### src/rtl/dmem_arbiter.sv
// Single-port data-RAM arbiter. The CPU has fixed priority, and the loader and write-back
// channels share the port round-robin. A starvation guard forces one DMA grant past the CPU.
module dmem_arbiter #(
  parameter int unsigned ADDR_W       = 6,
  parameter int unsigned DATA_W       = 32,
  parameter int unsigned STARVE_LIMIT = 8
) (
  input  logic              clk_sys,
  input  logic              rst_sync,
  // CPU data port
  input  logic              cpu_req,
  input  logic              cpu_we,
  input  logic [ADDR_W-1:0] cpu_addr,
  input  logic [DATA_W-1:0] cpu_wdata,
  output logic              cpu_stall,
  output logic [DATA_W-1:0] cpu_rdata,
  output logic              cpu_rvalid,
  // ROM-to-RAM loader (write-only)
  input  logic              ld_req,
  input  logic [ADDR_W-1:0] ld_addr,
  input  logic [DATA_W-1:0] ld_wdata,
  output logic              ld_gnt,
  // RAM-to-verify write-back (read-only)
  input  logic              wb_req,
  input  logic [ADDR_W-1:0] wb_addr,
  output logic              wb_gnt,
  output logic [DATA_W-1:0] wb_rdata,
  output logic              wb_rvalid,
  // RAM port
  output logic              ram_en,
  output logic              ram_we,
  output logic [ADDR_W-1:0] ram_addr,
  output logic [DATA_W-1:0] ram_wdata,
  input  logic [DATA_W-1:0] ram_rdata,
  output logic [15:0]       conflict_cnt
);

  localparam logic [7:0] StarveMax = 8'(STARVE_LIMIT);

  typedef enum logic [1:0] {GntNone, GntCpu, GntLd, GntWb} gnt_e;

  gnt_e        gnt_sel;
  logic        dma_req;
  logic        force_dma;
  logic        multi_req;

  logic        rr_ptr_q, rr_ptr_d;
  logic [7:0]  starve_cnt_q, starve_cnt_d;
  logic [15:0] conflict_cnt_q, conflict_cnt_d;
  logic        cpu_rvalid_q, cpu_rvalid_d;
  logic        wb_rvalid_q, wb_rvalid_d;

  // Grant decision; forced to none while reset is held so every strobe reads 0.
  always_comb begin
    dma_req   = ld_req | wb_req;
    force_dma = dma_req && (starve_cnt_q == StarveMax);
    multi_req = (cpu_req & ld_req) | (cpu_req & wb_req) | (ld_req & wb_req);
    gnt_sel   = GntNone;
    if (!rst_sync) begin
      if (cpu_req && !force_dma) begin
        gnt_sel = GntCpu;
      end else if (ld_req && (!wb_req || !rr_ptr_q)) begin
        gnt_sel = GntLd;
      end else if (wb_req) begin
        gnt_sel = GntWb;
      end
    end
  end

  always_comb begin
    rr_ptr_d       = rr_ptr_q;
    starve_cnt_d   = starve_cnt_q;
    conflict_cnt_d = conflict_cnt_q;
    cpu_rvalid_d   = (gnt_sel == GntCpu) && !cpu_we;
    wb_rvalid_d    = (gnt_sel == GntWb);

    if (gnt_sel == GntLd) rr_ptr_d = 1'b1;
    if (gnt_sel == GntWb) rr_ptr_d = 1'b0;

    if ((gnt_sel == GntLd) || (gnt_sel == GntWb)) begin
      starve_cnt_d = '0;
    end else if (dma_req && (gnt_sel == GntCpu) && (starve_cnt_q != StarveMax)) begin
      starve_cnt_d = starve_cnt_q + 8'd1;
    end

    if (multi_req && (conflict_cnt_q != 16'hFFFF)) begin
      conflict_cnt_d = conflict_cnt_q + 16'd1;
    end
  end

  always_ff @(posedge clk_sys or posedge rst_sync) begin
    if (rst_sync) begin
      rr_ptr_q       <= 1'b0;
      starve_cnt_q   <= '0;
      conflict_cnt_q <= '0;
      cpu_rvalid_q   <= 1'b0;
      wb_rvalid_q    <= 1'b0;
    end else begin
      rr_ptr_q       <= rr_ptr_d;
      starve_cnt_q   <= starve_cnt_d;
      conflict_cnt_q <= conflict_cnt_d;
      cpu_rvalid_q   <= cpu_rvalid_d;
      wb_rvalid_q    <= wb_rvalid_d;
    end
  end

  always_comb begin
    ram_en    = 1'b0;
    ram_we    = 1'b0;
    ram_addr  = '0;
    ram_wdata = '0;
    unique case (gnt_sel)
      GntCpu: begin
        ram_en    = 1'b1;
        ram_we    = cpu_we;
        ram_addr  = cpu_addr;
        ram_wdata = cpu_wdata;
      end
      GntLd: begin
        ram_en    = 1'b1;
        ram_we    = 1'b1;
        ram_addr  = ld_addr;
        ram_wdata = ld_wdata;
      end
      GntWb: begin
        ram_en   = 1'b1;
        ram_addr = wb_addr;
      end
      default: ;
    endcase
  end

  assign cpu_stall    = cpu_req && !rst_sync && (gnt_sel != GntCpu);
  assign ld_gnt       = (gnt_sel == GntLd);
  assign wb_gnt       = (gnt_sel == GntWb);
  assign cpu_rdata    = ram_rdata;
  assign wb_rdata     = ram_rdata;
  assign cpu_rvalid   = cpu_rvalid_q;
  assign wb_rvalid    = wb_rvalid_q;
  assign conflict_cnt = conflict_cnt_q;

endmodule
### config.mk
export PLATFORM = sky130hd
export DESIGN_NAME = dmem_arbiter
export DESIGN_NICKNAME = d
export VERILOG_FILES = /design/src/rtl/dmem_arbiter.sv
export SDC_FILE = /design/constraint.sdc
export NUM_CORES = 1
export LEC_CHECK = 0
export CELL_PAD_IN_SITES_DETAIL_PLACEMENT = 1
export CELL_PAD_IN_SITES_GLOBAL_PLACEMENT = 1
export CORE_AREA = 4 4 94 96
export CTS_CLUSTER_DIAMETER = 120
export DETAILED_ROUTE_END_ITERATION = 7
export DIE_AREA = 0 0 98 100
export DONT_BUFFER_PORTS = 1
export PLACE_DENSITY = 0.61
export SETUP_SLACK_MARGIN = 0.1
export SYNTH_ARGS = -nofsm -noshare
export SYNTH_HDL_FRONTEND = slang
export SYNTH_SLANG_ARGS = --single-unit
### constraint.sdc
create_clock -name clk_sys -period 2.79 [get_ports clk_sys]
set_input_delay 0.6975 -clock clk_sys [delete_from_list [all_inputs] [get_ports clk_sys]]
set_output_delay 0.6975 -clock clk_sys [all_outputs]
set_load 0.05 [all_outputs]
==> reports/results.ini, run 1 <==
[logic_synthesis]
synthArstFlopShare = 1.00
avgSynthCellArea_sq_um = 8.99
ys_seq_area_frac = 0.278
synth_seq_cells = 27
syn-num-nets = 393
ys_types = 40
synth_edf_count = 0
syn_inst = 270
syn_area_sq_um = 2430
synth_ff_type = dfrtp_1
yosysWarnings = 0

[finish]
seq_area_sq_um = 676
syn2layout_area_growth_pct = 15.9
multi_input_area_sq_um = 1480
nFillCells = 891
finalNetCount = 364
n_antenna_cell = 0
drive_gt1_frac = 0.413

[clock_network]
clk_latency_ps = 280
cts_buffers = 3
clock_path_buffers = 2
path_clk_slew_ps = 100
holdBufCountCts = 0
ctsHtreeMaxLevel = 1
cts.sinks = 27
cts_root_buffer = clkbuf_8
cts_tree = yes

[routing]
vias_per_cell = 5.51
wl_per_cell_um = 23.9
drc = 0
firstDrtPassIters = 4
vias = 1902
ant_nets = 0
first_iter_violations = 57
finalWirelength_um = 8260

[worst_hold_path]
hp-class = input port to asynchronous set/reset pin

[timing]
setup_tns_ps = -7840
worst_slack_ps = -221
finalSetupViolations = 42
slew_headroom = 0.562
fin_crit_sh = 1.08
finalCriticalPeriod_ps = 3010
skew_ps = 12.3
clock.fmax_ghz = 0.332
drv_slew = 0
tightest_slew_ps = 657
rsz0062_at_grt = yes
timing_hold_violations_final = 0

[power]
powerDensity_nw_per_um2 = 540
power_mw = 1.52
peakVddDrop_uv = 207
leakagePower_nw = 1.29

[outcome]
status = complete, but fails checks
violations = setup timing

[setup_path]
worstSetupEndpointType = primary output
cp.arrival_ps = 2310
critPathLaunchType = register
cp_cell_sequence = inv_2 -> ha_1 -> or4b_4 -> o21ai_4 -> buf_6 -> nand3_4 -> o211ai_1 -> buf_4
r2r-end = conflict_cnt[1]$_DFFE_PP0P_
rr_worst_depth = 4
crit_fanout = 5
cpPeakStageDelay_ps = 500
criticalPathCategory = register to primary output
cp.required_ps = 2090
worst_path_max_delay_cell = or4b_4
r2r-start = conflict_cnt[12]$_DFFE_PP0P_
reg2reg_slack_ps = 620

[flow_run]
drv_cap = 0

[grt]
grt_pass1_vias = 2092
grt_pass1_wl_um = 12000
grt_max_degree = 31
grt_use_total = 0.156
antenna_found_initial = 0
grt_remaining_overflow = 0

[floorplanning]
die_x_um = 98
initial_core_util = 0.302
core_sq_um = 8050
die_h_um = 100
die_area_sq_um = 9800
row_count = 33
ioPinCount = 245

[placed_design]
gp_congestion = 0.737
portBuffers = 0
dp_hpwl_um = 6510

## placed cells by master (no fill, tap or decap), drive strengths merged, types with 2 or more instances in the layout
cell       n
nand4     17
o21ai      3
a21oi      9
o211ai     6
inv        7
and4       2
a21o       2
clkinvlp   2
a22o      32
clkbuf     5
nor4       2
xor2      18
ha         3
nand3     13
buf       40
nor2       8
nor3       3
xnor2      2
a2111oi    3
and3       7
dfrtp     27
nand2     14
## metal layers
layer	global-route usage	vias to the layer above	wire [um]	share of wire
li1	-	863	-	-
met1	0.185	919	3300	0.40
met2	0.265	104	4070	0.49
met3	0.0646	16	771	0.093
met4	0.0309	0	124	0.015
met5	0	-	0	0
## synthesized netlist by cell type, drive strengths merged, types with 6 or more instances
cell type / number / area share
a21oi: 9 / 0.019
a22o: 32 / 0.12
and3: 7 / 0.018
buf: 74 / 0.24
dfrtp: 27 / 0.28
inv: 8 / 0.012
nand2: 14 / 0.022
nand3: 12 / 0.025
nand4: 17 / 0.044
nor2: 8 / 0.012
o211ai: 6 / 0.019
xor2: 18 / 0.065
## per-stage QoR
stage	hold WS (ps)	setup slack (ps)	cells	cell area, sq um	utilization
final	408	-221	345	2810	0.349
after global routing	435	-365	345	2810	0.349
after CTS	419	-281	340	2730	0.339
after detailed placement	565	4.91	330	2550	0.317
after global placement	523	93.1	330	2550	0.317
after floorplan	497	-250	270	2760	-
## timing repair
action                                  in CTS  in global routing
cloned                                       3                  2
pin swaps                                   22                  9
gates resized for setup                     14                  2
endpoints found under the setup margin      42                 42
setup buffers                                3                  3
## worst max-delay path by stage
stage	startpoint	endpoint	depth (start not counted)
floorplan	starve_cnt_q[0]$_DFFE_PP0P_	ram_addr[1]	7
global placement	starve_cnt_q[0]$_DFFE_PP0P_	ram_addr[2]	8
detailed placement	starve_cnt_q[0]$_DFFE_PP0P_	ram_addr[2]	7
CTS	starve_cnt_q[0]$_DFFE_PP0P_	ram_addr[2]	8
global route	starve_cnt_q[1]$_DFFE_PP0P_	ram_addr[5]	8
finish	starve_cnt_q[1]$_DFFE_PP0P_	ram_addr[2]	8
## cell type report
cell class / count / area share
inverter: 8 / 0.0120
multi-input combinational: 159 / 0.525
sequential: 27 / 0.240
timing repair buffer: 42 / 0.159
clock buffer: 3 / 0.0147
clock inverter: 1 / 0.00267
tap: 105 / 0.0467
## power by group
group	internal (mW)	switching (mW)
combinational	0.259	0.528
clock	0.101	0.128
sequential	0.450	0.0542
total	0.810	0.710
## kinds of logic (layout without fill, tap and decap cells)
family                   Yosys count  count (layout)  synth area share
AO/OA/AOI/OAI                     61              61             0.205
flip-flops                        27              27             0.278
AND/OR/NAND/NOR                   71              72             0.161
multiplexers                       2               2           0.00876
adder cells (fa/ha/maj)            4               4            0.0201
XOR/XNOR                          20              20            0.0721
buffers and inverters             85              54             0.255
## worst max-delay path, delay by kind of cell (launching register included)
kind,cells,cell delay [ps]
buf+inv,3,430
fa+ha+maj,1,130
flops,1,410
compound gates,2,450
simple gates,2,620
## state kept, by name, summed over array words and instances (netlist names)
signal and flops:
conflict_cnt 16, starve_cnt_q 8, cpu_rvalid 1, rr_ptr_q 1, wb_rvalid 1
Power figures use the tool's default switching activity.
==> inputs of run 2 (changes only) <==
--- a/config.mk
+++ b/config.mk
@@ -5,14 +5,16 @@
 export SDC_FILE = /design/constraint.sdc
 export NUM_CORES = 1
 export LEC_CHECK = 0
+export ABC_AREA = 1
+export CAP_MARGIN = 25
 export CELL_PAD_IN_SITES_DETAIL_PLACEMENT = 1
 export CELL_PAD_IN_SITES_GLOBAL_PLACEMENT = 1
-export CORE_AREA = 4 4 94 96
+export CORE_AREA = 4 4 93 95
 export CTS_CLUSTER_DIAMETER = 120
 export DETAILED_ROUTE_END_ITERATION = 7
-export DIE_AREA = 0 0 98 100
+export DIE_AREA = 0 0 97 99
 export DONT_BUFFER_PORTS = 1
-export PLACE_DENSITY = 0.61
+export PLACE_DENSITY = 0.72
 export SETUP_SLACK_MARGIN = 0.1
 export SYNTH_ARGS = -nofsm -noshare
 export SYNTH_HDL_FRONTEND = slang
==> run 2 against run 1 <==
The flow now finishes without violations; critical path depth up 4; clock skew down 4.5 ps; register-to-register slack about the same; global-route usage up 4.0 points; count of clock-buffer cells in the layout unchanged; via count up 33%; utilization up 13 points; worst setup slack better by 260 ps; wire length up 23%; non-clock buffer count up 4; highest routed layer unchanged.
==> reports/results.ini, run 2 <==
[timing]
finalCriticalPeriod_ps = 2750  ; was 3010 ps
drv_slew = 0  ; unchanged
skew_ps = 7.86  ; was 12.3 ps
finalSetupViolations = 0  ; was 42
tightest_slew_ps = 584  ; was 657 ps
whs_ps = 192  ; was 408 ps
clock.fmax_ghz = 0.364  ; was 0.332 GHz
rsz0062_at_grt = yes  ; unchanged
fin_crit_sh = 0.985  ; was 1.08
slew_headroom = 0.610  ; was 0.562
timing_hold_violations_final = 0  ; unchanged

[grt]
antenna_found_initial = 0  ; unchanged
grt_use_total = 0.196  ; was 0.156
grt_pass1_vias = 2662  ; was 2092
grt_max_degree = 40  ; was 31
grt_pass1_wl_um = 15400  ; was 12000 um
grt_remaining_overflow = 0  ; unchanged

[floorplanning]
die_h_um = 99  ; was 100 um
die_x_um = 97  ; was 98 um
row_count = 32  ; was 33
ioPinCount = 245  ; unchanged
die_area_sq_um = 9600  ; was 9800 sq um
core_sq_um = 7730  ; was 8050 sq um
initial_core_util = 0.356  ; was 0.302

[setup_path]
worstSetupEndpointType = primary output  ; unchanged
r2r-start = conflict_cnt[7]$_DFFE_PP0P_  ; was conflict_cnt[12]$_DFFE_PP0P_
r2r-end = conflict_cnt[13]$_DFFE_PP0P_  ; was conflict_cnt[1]$_DFFE_PP0P_
cp.arrival_ps = 2050  ; was 2310 ps
reg2reg_slack_ps = 630  ; was 620 ps
critPathLaunchType = register  ; unchanged
criticalPathCategory = register to primary output  ; unchanged
rr_worst_depth = 8  ; was 4
crit_fanout = 8  ; was 5
cp.required_ps = 2090  ; about the same

[logic_synthesis]
synth_ff_type = dfrtp_1  ; unchanged
ys_top_cells_by_count = 167 x nand2_1, 66 x buf_4, 27 x dfrtp_1, 27 x nand3_1, 23 x nor2_1  ; was 65 x buf_4, 32 x a22o_1, 27 x dfrtp_1, 18 x xor2_1, 17 x nand4_1
syn_inst = 417  ; was 270
yosys.area.top_type = dfrtp_1  ; unchanged
yosysWarnings = 0  ; unchanged
synthMostInstantiatedCell = nand2_1  ; was buf_4
synthArstFlopShare = 1.00  ; unchanged
yosys-top-cells-area = dfrtp_1 25%, nand2_1 23%, buf_4 18%  ; was dfrtp_1 28%, buf_4 20%, a22o_1 12%
synth_top_area_share = 0.246  ; was 0.278
ys_types = 28  ; was 40
syn-num-nets = 540  ; was 393
avgSynthCellArea_sq_um = 6.60  ; was 8.99 sq um
synth_seq_cells = 27  ; unchanged
syn_area_sq_um = 2750  ; was 2430 sq um
ys_seq_area_frac = 0.246  ; was 0.278
synth_edf_count = 0  ; unchanged

[finish]
final_util = 0.484  ; was 0.349
final_cell_mix = 107 x nand2_1, 37 x nand2_8, 31 x buf_4, 27 x dfrtp_1, 22 x nor2_1  ; was 32 x a22o_4, 31 x buf_4, 27 x dfrtp_1, 18 x xor2_1, 17 x nand4_1
largest_register_ffs = 16  ; unchanged
drive_gt1_frac = 0.379  ; was 0.413
final_cells = 493  ; was 345
finalNetCount = 515  ; was 364
n_antenna_cell = 0  ; unchanged
syn2layout_area_growth_pct = 35.9  ; was 15.9%
layout_commonest_cell = nand2_1  ; was a22o_4

[power]
peakVddDrop_uv = 436  ; was 207 uV
powerDensity_nw_per_um2 = 495  ; was 540 nW/um^2
leakagePower_nw = 1.63  ; was 1.29 nW

[routing]
ant_nets = 0  ; unchanged
firstDrtPassIters = 4  ; unchanged
vias_per_cell = 5.14  ; was 5.51
first_iter_violations = 75  ; was 57
vias = 2532  ; was 1902
drc = 0  ; unchanged
wl_per_cell_um = 20.5  ; was 23.9 um
finalWirelength_um = 10100  ; was 8260 um

[clock_network]
cts_tree = yes  ; unchanged
cts_root_buffer = clkbuf_8  ; unchanged
path_clk_slew_ps = 90  ; was 100 ps
cts_buffers = 3  ; unchanged
clk_latency_ps = 280  ; about the same
clock_path_buffers = 2  ; unchanged
ctsHtreeMaxLevel = 1  ; unchanged
cts.sinks = 27  ; unchanged

[placed_design]
portBuffers = 0  ; unchanged
dp.cells = 470  ; was 330
dp_hpwl_um = 7490  ; was 6510 um
gp_congestion = 0.815  ; was 0.737

[flow_run]
drv_cap = 0  ; unchanged

[worst_hold_path]
hp-class = input port to asynchronous set/reset pin  ; unchanged

[outcome]
status = completed  ; was complete, but fails checks

-- run 2: how the worst max path moves through the flow --
stage,from,depth (start not counted),to,slack (ps)
6_report,starve_cnt_q[1]$_DFFE_PP0P_,12,ram_wdata[15],40
5_1_grt,starve_cnt_q[1]$_DFFE_PP0P_,12,ram_wdata[15],-80
4_1_cts,starve_cnt_q[0]$_DFFE_PP0P_,13,ram_wdata[30],50
3_5_place_dp,wb_req,8,ram_wdata[26],100
3_3_place_gp,wb_req,8,ram_wdata[30],150
2_1_floorplan,rst_sync,7,ram_wdata[12],10
-- run 2: where the power goes --
group	internal, mW	switching (mW)
Combinational	0.345	0.736
Sequential	0.458	0.0779
Clock	0.100	0.132
Total	0.903	0.946
-- run 2: repair_timing --
action,CTS,global route
endpoints found under the setup margin,41,42
pin swaps,13,45
setup buffers,11,4
resized for setup,24,61
cloned,4,0
hold buffers,0,0
hold endpoints to repair,0,0
-- run 2: worst max-delay path, cell delays in order, from the launching register on --
cell,delay [ps]
dfrtp_1,400
inv_2,80
ha_4,140
nand3_4,60
nor2_4,160
nor2_4,60
nor2_4,140
inv_4,60
nor2_8,140
buf_12,130
buf_16,170
nand2_2,80
nand2_4,150
-- run 2: logic make-up after synthesis --
family | share of synthesized area
and+or+nand+nor | 0.405
buffers and inverters | 0.259
DFF | 0.246
xor gates and xnor gates | 0.0478
AOI/OAI and AO/OA | 0.0282
adders and majority gates | 0.0137
-- run 2: through the flow --
step | total power, mW | worst slack, ps | TNS, ps | area [sq um]
final | 1.85 | 42.2 | 0 | 3740
after detailed placement | 1.45 | 104 | 0 | 2970
after global routing | 1.96 | -78.2 | -1310 | 3740
after floorplan | 1.52 | 9.72 | 0 | 3190
after global placement | 1.43 | 148 | 0 | 2970
after CTS | 1.80 | 51.9 | 0 | 3330
-- run 2: final cells by class --
type                       count  area [sq um]
inverter                      26           111
fill                         898          3990
clock buffer                   3          41.3
multi-input combinational    288          2240
tap                          102           128
clock inverter                 1          5.00
sequential                    27           676
timing repair buffer          46           537
-- run 2: per-layer routing --
| layer | vias to the layer above | GRT usage | share of wire |
|---|---|---|---|
| li1 | 1186 | - | - |
| met1 | 1193 | 0.215 | 0.34 |
| met2 | 138 | 0.351 | 0.54 |
| met3 | 15 | 0.0870 | 0.097 |
| met4 | 0 | 0.0400 | 0.020 |
| met5 | - | 0 | 0 |
